==> src/rtl/core_control_exc_prio_if.sv <==
// Exception prioritiser bus: fault/IRQ sources in, locked cause/mode/vector out.
// Master drives the sources and the sequencer handshake; slave is the prioritiser.
interface core_control_exc_prio_if #(
  parameter int IRQ_LINES = 4
);
  logic                 issue;
  logic                 escalate;
  logic [IRQ_LINES-1:0] irq_lines;
  logic [IRQ_LINES-1:0] irq_enable;
  logic [IRQ_LINES-1:0] irq_clear;
  logic                 fiq;
  logic                 mask_i;
  logic                 mask_f;
  logic                 high_vectors;
  logic                 mem_fault;
  logic                 prefetch_abort;
  logic                 undefined;
  logic                 swi;

  logic                 exception;
  logic [2:0]           exception_cause;
  logic [4:0]           exception_mode;
  logic [31:0]          exception_vector;
  logic                 exception_offset_pc;
  logic [IRQ_LINES-1:0] irq_status;

  modport master (
    output issue, escalate, irq_lines, irq_enable, irq_clear, fiq, mask_i, mask_f,
           high_vectors, mem_fault, prefetch_abort, undefined, swi,
    input  exception, exception_cause, exception_mode, exception_vector,
           exception_offset_pc, irq_status
  );

  modport slave (
    input  issue, escalate, irq_lines, irq_enable, irq_clear, fiq, mask_i, mask_f,
           high_vectors, mem_fault, prefetch_abort, undefined, swi,
    output exception, exception_cause, exception_mode, exception_vector,
           exception_offset_pc, irq_status
  );
endinterface

==> src/rtl/core_control_exc_prio.sv <==
// Exception prioritiser: winning source locked one cycle after it asserts; IRQ/FIQ via issue-sampled pending bits.
// No backpressure: cause is held in LOCKED until escalate, then one blanking ENTRY cycle.
module core_control_exc_prio #(
  parameter int                   IRQ_LINES = 4,
  parameter logic [IRQ_LINES-1:0] EDGE_MASK = '0,
  parameter logic [15:0]          HIGH_BASE = 16'hFFFF
) (
  input logic                    clk,
  input logic                    rst_n,
  core_control_exc_prio_if.slave bus
);

  typedef enum logic [1:0] {S_IDLE, S_LOCKED, S_ENTRY} state_t;

  localparam logic [2:0] C_NONE = 3'd0;
  localparam logic [2:0] C_DABT = 3'd1;
  localparam logic [2:0] C_FIQ  = 3'd2;
  localparam logic [2:0] C_IRQ  = 3'd3;
  localparam logic [2:0] C_PABT = 3'd4;
  localparam logic [2:0] C_UND  = 3'd5;
  localparam logic [2:0] C_SWI  = 3'd6;

  state_t               state_q, state_d;
  logic [IRQ_LINES-1:0] prev_q, prev_d;
  logic [IRQ_LINES-1:0] latch_q, latch_d;
  logic [IRQ_LINES-1:0] irq_status_q, irq_status_d;
  logic                 pend_irq_q, pend_irq_d;
  logic                 pend_fiq_q, pend_fiq_d;
  logic                 exception_q, exception_d;
  logic [2:0]           cause_q, cause_d;
  logic [4:0]           mode_q, mode_d;
  logic [31:0]          vector_q, vector_d;
  logic                 offset_q, offset_d;
  logic [2:0]           win;
  logic                 capture;

  function automatic logic [4:0] mode_of(input logic [2:0] c);
    case (c)
      C_DABT, C_PABT: mode_of = 5'b10111;
      C_FIQ:          mode_of = 5'b10001;
      C_IRQ:          mode_of = 5'b10010;
      C_UND:          mode_of = 5'b11011;
      C_SWI:          mode_of = 5'b10011;
      default:        mode_of = 5'b00000;
    endcase
  endfunction

  function automatic logic [2:0] vec_off(input logic [2:0] c);
    case (c)
      C_DABT:  vec_off = 3'b100;
      C_FIQ:   vec_off = 3'b111;
      C_IRQ:   vec_off = 3'b110;
      C_PABT:  vec_off = 3'b011;
      C_UND:   vec_off = 3'b001;
      C_SWI:   vec_off = 3'b010;
      default: vec_off = 3'b000;
    endcase
  endfunction

  // Lowest code wins; later assignments override earlier ones.
  always_comb begin
    win = C_NONE;
    if (bus.swi)            win = C_SWI;
    if (bus.undefined)      win = C_UND;
    if (bus.prefetch_abort) win = C_PABT;
    if (pend_irq_q)         win = C_IRQ;
    if (pend_fiq_q)         win = C_FIQ;
    if (bus.mem_fault)      win = C_DABT;
  end

  always_comb begin
    prev_d       = bus.irq_lines;
    // A new edge beats a simultaneous clear so no request is lost.
    latch_d      = EDGE_MASK & ((latch_q & ~bus.irq_clear) | (bus.irq_lines & ~prev_q));
    irq_status_d = ((EDGE_MASK & latch_d) | (~EDGE_MASK & bus.irq_lines)) & bus.irq_enable;

    pend_irq_d = pend_irq_q;
    pend_fiq_d = pend_fiq_q;
    if (bus.issue) begin
      pend_irq_d = (|irq_status_q) & ~bus.mask_i;
      pend_fiq_d = bus.fiq & ~bus.mask_f;
    end

    state_d  = state_q;
    capture  = 1'b0;
    cause_d  = cause_q;
    mode_d   = mode_q;
    vector_d = vector_q;
    offset_d = offset_q;

    case (state_q)
      S_IDLE: begin
        if (win != C_NONE) begin
          capture = 1'b1;
          state_d = S_LOCKED;
        end
      end
      S_LOCKED: begin
        if (bus.escalate) begin
          state_d = S_ENTRY;
        end else if (win != C_NONE && win < cause_q) begin
          capture = 1'b1;
        end
      end
      S_ENTRY: begin
        // Sources are blanked here while the sequencer updates the CPSR masks.
        state_d = S_IDLE;
        if (cause_q == C_IRQ) pend_irq_d = 1'b0;
        if (cause_q == C_FIQ) pend_fiq_d = 1'b0;
      end
      default: state_d = S_IDLE;
    endcase

    if (capture) begin
      cause_d  = win;
      mode_d   = mode_of(win);
      vector_d = {(bus.high_vectors ? HIGH_BASE : 16'h0000), 11'b0, vec_off(win), 2'b00};
      offset_d = (win != C_DABT);
    end

    exception_d = (state_d == S_LOCKED);
  end

  always_ff @(posedge clk) begin
    if (!rst_n) begin
      state_q      <= S_IDLE;
      prev_q       <= '0;
      latch_q      <= '0;
      irq_status_q <= '0;
      pend_irq_q   <= 1'b0;
      pend_fiq_q   <= 1'b0;
      exception_q  <= 1'b0;
      cause_q      <= C_NONE;
      mode_q       <= 5'b0;
      vector_q     <= 32'b0;
      offset_q     <= 1'b0;
    end else begin
      state_q      <= state_d;
      prev_q       <= prev_d;
      latch_q      <= latch_d;
      irq_status_q <= irq_status_d;
      pend_irq_q   <= pend_irq_d;
      pend_fiq_q   <= pend_fiq_d;
      exception_q  <= exception_d;
      cause_q      <= cause_d;
      mode_q       <= mode_d;
      vector_q     <= vector_d;
      offset_q     <= offset_d;
    end
  end

  assign bus.exception           = exception_q;
  assign bus.exception_cause     = cause_q;
  assign bus.exception_mode      = mode_q;
  assign bus.exception_vector    = vector_q;
  assign bus.exception_offset_pc = offset_q;
  assign bus.irq_status          = irq_status_q;

endmodule

==> src/flat_wrapper.sv <==
// flat-port wrapper written by rule: the top's interface ports become plain ports
module core_control_exc_prio_flat 
#(
  parameter int                   IRQ_LINES = 4,
  parameter logic [IRQ_LINES-1:0] EDGE_MASK = '0,
  parameter logic [15:0]          HIGH_BASE = 16'hFFFF
)
  (clk, rst_n, bus_issue, bus_escalate, bus_irq_lines, bus_irq_enable, bus_irq_clear, bus_fiq, bus_mask_i, bus_mask_f, bus_high_vectors, bus_mem_fault, bus_prefetch_abort, bus_undefined, bus_swi, bus_exception, bus_exception_cause, bus_exception_mode, bus_exception_vector, bus_exception_offset_pc, bus_irq_status);
  core_control_exc_prio_if #(.IRQ_LINES(IRQ_LINES)) bus_i ();
  input logic clk;
  input logic rst_n;
  input wire logic [$bits(bus_i.issue)-1:0] bus_issue;
  input wire logic [$bits(bus_i.escalate)-1:0] bus_escalate;
  input wire logic [$bits(bus_i.irq_lines)-1:0] bus_irq_lines;
  input wire logic [$bits(bus_i.irq_enable)-1:0] bus_irq_enable;
  input wire logic [$bits(bus_i.irq_clear)-1:0] bus_irq_clear;
  input wire logic [$bits(bus_i.fiq)-1:0] bus_fiq;
  input wire logic [$bits(bus_i.mask_i)-1:0] bus_mask_i;
  input wire logic [$bits(bus_i.mask_f)-1:0] bus_mask_f;
  input wire logic [$bits(bus_i.high_vectors)-1:0] bus_high_vectors;
  input wire logic [$bits(bus_i.mem_fault)-1:0] bus_mem_fault;
  input wire logic [$bits(bus_i.prefetch_abort)-1:0] bus_prefetch_abort;
  input wire logic [$bits(bus_i.undefined)-1:0] bus_undefined;
  input wire logic [$bits(bus_i.swi)-1:0] bus_swi;
  output wire logic [$bits(bus_i.exception)-1:0] bus_exception;
  output wire logic [$bits(bus_i.exception_cause)-1:0] bus_exception_cause;
  output wire logic [$bits(bus_i.exception_mode)-1:0] bus_exception_mode;
  output wire logic [$bits(bus_i.exception_vector)-1:0] bus_exception_vector;
  output wire logic [$bits(bus_i.exception_offset_pc)-1:0] bus_exception_offset_pc;
  output wire logic [$bits(bus_i.irq_status)-1:0] bus_irq_status;
  assign bus_i.issue = bus_issue;
  assign bus_i.escalate = bus_escalate;
  assign bus_i.irq_lines = bus_irq_lines;
  assign bus_i.irq_enable = bus_irq_enable;
  assign bus_i.irq_clear = bus_irq_clear;
  assign bus_i.fiq = bus_fiq;
  assign bus_i.mask_i = bus_mask_i;
  assign bus_i.mask_f = bus_mask_f;
  assign bus_i.high_vectors = bus_high_vectors;
  assign bus_i.mem_fault = bus_mem_fault;
  assign bus_i.prefetch_abort = bus_prefetch_abort;
  assign bus_i.undefined = bus_undefined;
  assign bus_i.swi = bus_swi;
  assign bus_exception = bus_i.exception;
  assign bus_exception_cause = bus_i.exception_cause;
  assign bus_exception_mode = bus_i.exception_mode;
  assign bus_exception_vector = bus_i.exception_vector;
  assign bus_exception_offset_pc = bus_i.exception_offset_pc;
  assign bus_irq_status = bus_i.irq_status;
  core_control_exc_prio #(.IRQ_LINES(IRQ_LINES), .EDGE_MASK(EDGE_MASK), .HIGH_BASE(HIGH_BASE)) u_core (.clk(clk), .rst_n(rst_n), .bus(bus_i));
endmodule
==> config.mk <==
export PLATFORM = sky130hd
export DESIGN_NAME = core_control_exc_prio_flat
export DESIGN_NICKNAME = d
export VERILOG_FILES = /design/src/rtl/core_control_exc_prio_if.sv /design/src/rtl/core_control_exc_prio.sv /design/src/flat_wrapper.sv
export SDC_FILE = /design/constraint.sdc
export NUM_CORES = 1
export LEC_CHECK = 0
export CORE_ASPECT_RATIO = 1.4
export CORE_MARGIN = 1
export CORE_UTILIZATION = 42
export CTS_BUF_LIST = sky130_fd_sc_hd__clkbuf_4 sky130_fd_sc_hd__clkbuf_8
export DETAILED_ROUTE_END_ITERATION = 10
export GPL_TIMING_DRIVEN = 0
export PLACE_DENSITY = 0.84
export SETUP_SLACK_MARGIN = 0.2
export SYNTH_ARGS = -nofsm -noshare
export SYNTH_HDL_FRONTEND = slang
export SYNTH_SLANG_ARGS = --single-unit
export TNS_END_PERCENT = 100
==> constraint.sdc <==
create_clock -name clk -period 2.9 [get_ports clk]
set_input_delay 0.435 -clock clk [delete_from_list [all_inputs] [get_ports clk]]
set_output_delay 0.435 -clock clk [all_outputs]
set_load 0.05 [all_outputs]
==> impl_metrics.toml, run 1 <==
[finish]
nNetsFinal = 231
drive_above_1_share = 0.216
final_cell_mix = "clkdlybuf4s50_1 (51), buf_4 (28), dfxtp_1 (22)"
areaGrowthSynthToFinish_pct = 53.5
final_common_cell = "clkdlybuf4s50_1"
num-fill-cells = 232
diodes = 0

[setup_path]
slowest_stage = "clkdlybuf4s50_1"
crit_fanout = 8
cp-startpoint = "bus_mem_fault"
end_kind = "flop"
path_class = "in -> reg"
rr_startpoint = "u_core.pend_irq_q$_SDFF_PN0_"
cp_slowest_stage_delay_ns = 0.66
crit_path_start_kind = "input pin"
path_cells = "clkdlybuf4s50_1 > nor3_4 > nor2b_2 > ha_1 > nor4b_4 > nand3_2 > o21ai_4 > nand2_2 > o311a_1"
arrival_ns = 2.70
path_buf_inv = 1
critical_path_required_ns = 3.11
critical-path-top-delay-family = "simple AND/OR/NAND/NOR gates"

[synthesis]
synth.largest_area_cell = "dfxtp_1"
ys_seq_area_frac = 0.362
yosys_warnings = 0
avgSynthCellArea_sq_um = 8.88
synth_area_leaders = "dfxtp_1 (36%), buf_4 (17%), a21oi_1 (3.3%)"
syn_inst = 137
ys_types = 37
yosys_register_bits = 22
synth_top_area_frac = 0.362
synth_area_sq_um = 1220

[job]
maxCapViolations = 0

[timing]
slew_violations = 0
worst_pin_slew_ns = 0.515
finalWorstSetupSlack_ns = 0.406
fin_crit_sh = 0.860
skew_ns = 0.00460
setup-tns-final_ns = 0
fmax_mhz = 401
period_minus_slack_ns = 2.49
hold_viol_final = 0
max-slew-margin-rel = 0.655
rsz0062_at_grt = "false"
setup_viol = 0

[global_routing]
grt_max_degree = 18
grt_usage = 0.197
grt_pass1_wl_mm = 4.51
grt_pass1_vias = 1088
grt_overflow = 0
antenna_found_initial = 0

[floorplan]
start_util = 0.451
io_pins = 70
die_x_um = 47.5
die_area_sq_um = 3120
fp.coreArea_sq_um = 2700
placementRows = 22
die_h_um = 65.7

[power]
sequentialPowerShare = 0.369
power_density_nw_per_um2 = 512
p_leak_uw = 0.000801
ir_drop_mv = 0.373
swShare = 0.403
clockPowerShare = 0.177
p_comb_frac = 0.453
p_switching_uw = 385
p_total_uw = 956
p_int_uw = 571

[place]
place_ws_ns = 0.0134
place.detailed.hpwl_mm = 2.30
numPortBuffers = 51
place.gp.congestion = 0.838

[clock_network]
htreeDepth = 1
cts_tree = "built"
clock-sinks = 22
cts_buffers = 3
cts-root-buf = "clkbuf_4"
clock_latency_ns = 0.31
clockBufferDepth = 2
path_clk_slew_ns = 0.12
cts_hold_buf = 0

[outcome]
status = "finished clean"

[route]
vias = 1149
ant_nets = 0
drc_errors = 0
first_pass_iters = 4
drt_iter0_markers = 18
wl_per_cell_um = 11.9
routed_wl_mm = 2.86
routed_via_density = 4.79

[worst_hold_path]
hold_path.startpoint = "u_core.bus.exception_mode[3]$_SDFFE_PN0P_"
min_path_type = "reg -> reg"
[Yosys cell counts (all sizes together)]
library cell  count
o21ai             4
o311a             2
conb              1
inv               6
a211oi            3
nor3b             2
nand2            10
nand4             1
dfxtp            22
or3               1
nand3             5
a21oi            10
o31a              1
nor4              1
nand2b            2
buf              30
ha                2
clkinv            1
a21o              3
and4              2
a311oi            1
nor2b             2
nor3              4
nor2              7
clkbuf            2
nor4b             2
and3              5
o21a              1
mux2i             4
[area by class of cell]
type                    instances  area (sq um)  share of cell area
well taps                      36          45.0              0.0241
multi-input cells              88           574               0.308
plain buffers                  32           234               0.125
inverters                       7          26.3              0.0141
flip-flops and latches         22           440               0.236
clock buffers                   4          36.3              0.0194
repair buffers                 51           510               0.273
[cells by family after synthesis]
kind of cell,share of synthesized area
AOI/OAI and AO/OA,0.152
adders and majority gates,0.0206
buffers and inverters,0.214
DFF,0.362
muxes,0.0329
other,0.00308
and+or+nand+nor,0.215
[sequential cells by signal, summed over array words and instances, names as in the netlist]
signal and flops:
u_core.bus.exception_mode 5, u_core.bus.exception_cause 3, u_core.bus.irq_status 4, u_core.pend_fiq_q 1
u_core.pend_irq_q 1, u_core.bus.exception 1, u_core.bus.exception_offset_pc 1, u_core.bus.exception_vector 4
u_core.state_q 2
[per-stage QoR]
step                utilization  instances  hold slack [ns]  area [sq um]
detailed placement        0.673        236            0.474          1820
CTS                       0.687        240            0.491          1850
global route              0.692        240            0.517          1870
finish                    0.692        240            0.487          1870
global placement          0.673        236            0.452          1820
floorplan                     -        149            0.465          1260
[worst paths after layout]
check                                              end  slack (ns)  cells past startpoint
max          u_core.bus.exception_mode[1]$_SDFFE_PN0P_        0.41                      9
min          u_core.bus.exception_mode[3]$_SDFFE_PN0P_        0.49                      2
max reg2reg  u_core.bus.exception_mode[1]$_SDFFE_PN0P_        0.71                      8
min reg2reg  u_core.bus.exception_mode[3]$_SDFFE_PN0P_        0.49                      2
[routing by layer]
| metal | track usage | share of wire |
|---|---|---|
| met1 | 0.216 | 0.38 |
| met2 | 0.360 | 0.53 |
| met5 | 0 | 0 |
| met3 | 0.0247 | 0.066 |
| met4 | 0.0750 | 0.023 |
[worst reg2reg max path: stages, from the launching register on]
cell and delay (ns):
dfxtp_1 0.50, nor3_4 0.09, nor2b_2 0.19, ha_1 0.23, nor4b_4 0.26, nand3_2 0.14, o21ai_4 0.20, nand2_2 0.17
o311a_1 0.32
[power by group through the flow]
stage               registers (uW)  clock network [uW]  logic (uW)
floorplan                      430                   0         233
global placement               356                   0         424
detailed placement             359                   0         430
CTS                            352                 172         431
global route                   357                 182         457
finish                         353                 170         434
[what timing repair did]
action                     4_1_cts  5_1_grt
setup endpoints to repair        0        4
gates resized for setup          0        3
buffers inserted                 0        0
No activity file was read; power rests on OpenSTA's default activity.
==> run 2, diff against run 1 <==
==> constraint.sdc (replaced) <==
create_clock -name clk -period 3 [get_ports clk]
set_input_delay 0.45 -clock clk [delete_from_list [all_inputs] [get_ports clk]]
set_output_delay 0.45 -clock clk [all_outputs]
set_load 0.05 [all_outputs]
==> run 2 against run 1 <==
  * Global-route usage did not move
  * Flip-flop and latch count is the same
  * Clock-buffer cell count stayed put
  * Register-to-register slack better by 0.07 ns
  * Worst hold slack hardly changed
  * Cell count stayed put
  * Wire length fell by 3.1%
  * First-iteration DRC count is 11% higher
  * Final area shrank 0.74%
  * Power shrank 3.8%
  * Clock power decreased by 4%
  * Critical path depth unchanged
==> impl_metrics.toml, run 2 (same netlist as run 1, synthesis figures left out) <==
[floorplan]
placementRows = 22
die_x_um = 47.5
die_h_um = 65.7
fp.coreArea_sq_um = 2700
start_util = 0.451
die_area_sq_um = 3120
io_pins = 70

[route]
vias = 1134
ant_nets = 0
drt_iter0_markers = 20
wl_met2_mm = 1.45
routed_via_density = 4.73
met1Wirelength_mm = 1.08
routed_wl_mm = 2.77
drc_errors = 0
first_pass_iters = 4
dr_wl_met3_um = 211
wl_per_cell_um = 11.6
routed.top_layer = "met4"

[global_routing]
grt_pass1_vias = 1088
antenna_found_initial = 0
grt_usage = 0.197
grt_pass1_wl_mm = 4.51
grt_overflow = 0
grt_max_degree = 18

[finish]
num-fill-cells = 235
largest_register_ffs = 5
diodes = 0
final_common_cell = "clkdlybuf4s50_1"
areaGrowthSynthToFinish_pct = 52.4
nNetsFinal = 231
drive_above_1_share = 0.206
final_cell_mix = "clkdlybuf4s50_1 (51), buf_4 (28), dfxtp_1 (22)"
post-route-util = 0.687

[timing]
setup_viol = 0
hold_viol_final = 0
worst_pin_slew_ns = 0.515
period_minus_slack_ns = 2.59
fin_crit_sh = 0.864
slew_violations = 0
fmax_mhz = 386
setup-tns-final_ns = 0
skew_ns = 0.00156
max-slew-margin-rel = 0.656
rsz0062_at_grt = "false"

[clock_network]
clock-sinks = 22
clock_latency_ns = 0.31
path_clk_slew_ns = 0.12
clockBufferDepth = 2
cts_buffers = 3
cts_hold_buf = 0
post_cts_resized = 0
htreeDepth = 1
cts_tree = "built"
cts-root-buf = "clkbuf_4"
cts_post_setup_buffers_inserted = 0

[setup_path]
path_class = "in -> reg"
crit_path_start_kind = "input pin"
end_kind = "flop"
arrival_ns = 2.80
rr_worst_depth = 8
cp_slowest_stage_delay_ns = 0.55
crit_fanout = 8
path_cells = "clkdlybuf4s50_1 > nor3_2 > nor2b_1 > ha_1 > nand2_1 > nand3_2 > o21ai_4 > nand2_2 > o311a_1"
critical_path_required_ns = 3.21
critical-path-top-delay-family = "simple AND/OR/NAND/NOR gates"
worst-path-stages = 9
path_buf_inv = 1
slowest_stage = "clkdlybuf4s50_1"

[power]
p_leak_uw = 0.000798
ir_drop_mv = 0.361
power_density_nw_per_um2 = 497

[job]
maxCapViolations = 0

[worst_hold_path]
hold_path_depth = 2
min_path_type = "reg -> reg"

[outcome]
status = "finished clean"

[place]
place.gp.congestion = 0.838
place.detailed.hpwl_mm = 2.30
numPortBuffers = 51
==> run 2: changes by cell type in the layout (fill, tap and decap cells not counted) <==
cell     previous run  this run
nor2b_1             1         2
nor2b_2             1         0
nor3_1              2         3
nor3_4              1         0
==> run 2: per-stage QoR <==
stage / hold WS (ns) / instance area (sq um) / power, uW / setup WS, ns / std cells
after floorplan: 0.465 / 1260 / 641 / 0.851 / 149
after detailed placement: 0.474 / 1820 / 763 / 0.0984 / 236
after global placement: 0.452 / 1820 / 754 / 0.147 / 236
after CTS: 0.491 / 1850 / 923 / 0.436 / 240
final: 0.487 / 1850 / 920 / 0.408 / 240
after global routing: 0.517 / 1850 / 960 / 0.250 / 240
==> run 2: layout make-up <==
| class | instances | area, sq um | share of cell area |
|---|---|---|---|
| multi-input cells | 88 | 561 | 0.302 |
| repair buffers | 51 | 510 | 0.275 |
| flip-flops and latches | 22 | 440 | 0.238 |
| plain buffers | 32 | 234 | 0.126 |
| well taps | 36 | 45.0 | 0.0243 |
| clock buffers | 4 | 36.3 | 0.0196 |
| inverters | 7 | 26.3 | 0.0142 |
==> run 2: worst reg2reg max path: stages, from the launching register on <==
cell and delay [ns]:
dfxtp_1 0.38, nor3_2 0.27, nor2b_1 0.29, ha_1 0.30, nand2_1 0.09, nand3_2 0.10
o21ai_4 0.21, nand2_2 0.17, o311a_1 0.32
==> run 2: metal layers <==
| metal | GRT usage | vias to the layer above |
|---|---|---|
| li1 | - | 572 |
| met1 | 0.216 | 497 |
| met2 | 0.360 | 59 |
| met3 | 0.0247 | 6 |
| met4 | 0.0750 | 0 |
| met5 | 0 | - |
==> run 2: power by group <==
group          internal, uW  leakage [uW]  switching (uW)
sequential              317      0.000182            23.3
combinational           160      0.000595             257
clock                  74.2     0.0000210            88.8
==> run 2: worst paths after layout <==
kind / from / to / slack, ns
worst min-delay path: u_core.bus.exception_mode[3]$_SDFFE_PN0P_ / u_core.bus.exception_mode[3]$_SDFFE_PN0P_ / 0.49
worst min register to register: u_core.bus.exception_mode[3]$_SDFFE_PN0P_ / u_core.bus.exception_mode[3]$_SDFFE_PN0P_ / 0.49
worst max register to register: u_core.pend_irq_q$_SDFF_PN0_ / u_core.bus.exception_mode[1]$_SDFFE_PN0P_ / 0.78
worst max-delay path: bus_mem_fault / u_core.bus.exception_mode[1]$_SDFFE_PN0P_ / 0.41
==> run 3, diff against run 2 <==
--- a/config.mk
+++ b/config.mk
@@ -9,8 +9,9 @@
 export CORE_MARGIN = 1
 export CORE_UTILIZATION = 42
 export CTS_BUF_LIST = sky130_fd_sc_hd__clkbuf_4 sky130_fd_sc_hd__clkbuf_8
+export CTS_CLUSTER_DIAMETER = 40
 export DETAILED_ROUTE_END_ITERATION = 10
-export GPL_TIMING_DRIVEN = 0
+export GPL_TIMING_DRIVEN = 1
 export PLACE_DENSITY = 0.84
 export SETUP_SLACK_MARGIN = 0.2
 export SYNTH_ARGS = -nofsm -noshare
==> run 3 against run 2 <==
  * Highest routed layer unchanged
  * Maximum frequency increased by 1.5%
  * Critical path depth increased by 1
  * Global-route usage decreased by 0.30 points
  * Final area is 9.6% lower
  * Power is 3.0% higher
  * Register-to-register slack got worse by 0.03 ns
  * Worst hold slack got worse by 0.015 ns
  * Wire length decreased by 3.7%
  * Die area stayed put
  * Via count is 6.3% lower
  * Sequential share of layout area is 2.5 points higher
==> impl_metrics.toml, run 3 (same netlist as run 1, synthesis figures left out) <==
[global_routing]
grt_overflow = 0
grt_pass1_wl_mm = 4.35
grt_max_degree = 18
antenna_found_initial = 0
grt_pass1_vias = 908
grt_usage = 0.194

[route]
drt_iter0_markers = 37
ant_nets = 0
drc_errors = 0
vias = 1062
first_pass_iters = 4
wl_per_cell_um = 12.5
routed_via_density = 4.99
routed_wl_mm = 2.67

[clock_network]
htreeDepth = 1
clock_latency_ns = 0.31
path_clk_slew_ns = 0.13
cts-root-buf = "clkbuf_4"
clock-sinks = 22
cts_hold_buf = 0
cts_tree = "built"
cts_post_setup_buffers_inserted = 0
cts_buffers = 3
post_cts_resized = 0
clockBufferDepth = 2

[power]
ir_drop_mv = 0.267
p_switching_uw = 367
p_comb_frac = 0.400
sequentialPowerShare = 0.358
p_int_uw = 580
power_density_nw_per_um2 = 566
p_leak_uw = 0.000667
clockPowerShare = 0.242
swShare = 0.388
p_total_uw = 948

[setup_path]
cp-startpoint = "bus_prefetch_abort"
worst-path-stages = 10
end_kind = "flop"
critical_path_required_ns = 3.24
path_buf_inv = 2
path_cells = "clkdlybuf4s50_1 > nor3_1 > nor2b_1 > ha_1 > o21ai_0 > a21oi_1 > o21ai_4 > buf_4 > and3_1 > a211oi_1"
rr_startpoint = "u_core.pend_irq_q$_SDFF_PN0_"
crit_path_start_kind = "input pin"
slowest_stage = "clkdlybuf4s50_1"
rr_worst_depth = 9
path_class = "in -> reg"
crit_fanout = 13
arrival_ns = 2.79
cp_slowest_stage_delay_ns = 0.47
critical-path-top-delay-family = "simple AND/OR/NAND/NOR gates"

[place]
placed_cells = 209
place_ws_ns = 0.151
place.gp.congestion = 0.834
place.detailed.hpwl_mm = 2.09
numPortBuffers = 52

[floorplan]
die_h_um = 65.7
io_pins = 70
die_x_um = 47.5
start_util = 0.451
placementRows = 22
die_area_sq_um = 3120
fp.coreArea_sq_um = 2700

[timing]
fmax_mhz = 392
fin_crit_sh = 0.851
skew_ns = 0.00818
worst_pin_slew_ns = 0.605
finalWorstSetupSlack_ns = 0.447
setup-tns-final_ns = 0
max-slew-margin-rel = 0.597
hold_viol_final = 0
rsz0062_at_grt = "false"
setup_viol = 0
period_minus_slack_ns = 2.55
slew_violations = 0

[finish]
final_common_cell = "clkdlybuf4s50_1"
drive_above_1_share = 0.0904
fin_cells = 213
areaGrowthSynthToFinish_pct = 37.8
final_cell_mix = "clkdlybuf4s50_1 (52), dfxtp_1 (22), conb_1 (13)"
nNetsFinal = 204
largest_register_ffs = 5
diodes = 0

[job]
maxCapViolations = 0

[worst_hold_path]
hold_path.startpoint = "u_core.bus.exception_mode[3]$_SDFFE_PN0P_"
hold_path_depth = 2
min_path_type = "reg -> reg"

[outcome]
status = "finished clean"
## run 3: area by class of cell
type	count	area, sq um
fill	263	1020
multi-input combinational	88	561
timing repair buffer	56	551
sequential	22	440
tap	36	45.0
clock inverter	1	30.0
inverter	7	26.3
clock buffer	3	22.5
## run 3: routing by layer
layer / part of all wire / track usage / wire length, um
met1: 0.39 / 0.234 / 1030
met2: 0.53 / 0.327 / 1410
met3: 0.074 / 0.0330 / 198
met4: 0.011 / 0.0750 / 30
met5: 0 / 0 / 0
## run 3: power groups by stage
stage | combinational (uW) | sequential, uW | clock [uW]
2_1_floorplan | 225 | 416 | 0
3_3_place_gp | 373 | 344 | 0
3_5_place_dp | 378 | 346 | 0
4_1_cts | 380 | 340 | 230
5_1_grt | 401 | 344 | 242
6_report | 379 | 339 | 229
## run 3: path summary, 6_finish.rpt
| check | to | slack [ns] |
|---|---|---|
| worst min-delay path | u_core.bus.exception_mode[3]$_SDFFE_PN0P_ | 0.47 |
| worst max-delay path | u_core.bus.exception_cause[0]$_SDFFE_PN0P_ | 0.45 |
| worst min register to register | u_core.bus.exception_mode[3]$_SDFFE_PN0P_ | 0.47 |
| worst max register to register | u_core.bus.exception_cause[0]$_SDFFE_PN0P_ | 0.75 |
## run 3: metrics by stage
step	hold WS [ns]	utilization	area [sq um]
detailed placement	0.451	0.602	1620
global route	0.491	0.621	1680
CTS	0.475	0.621	1680
finish	0.471	0.621	1680
global placement	0.452	0.602	1620
floorplan	0.465	-	1260
## run 3: worst reg2reg max path: stages (launching register included)
cell	delay (ns)
dfxtp_1	0.39
nor3_2	0.26
nor2b_1	0.29
ha_1	0.26
nor4b_4	0.07
a21oi_1	0.23
o21ai_4	0.09
buf_4	0.19
and3_1	0.19
a211oi_1	0.20
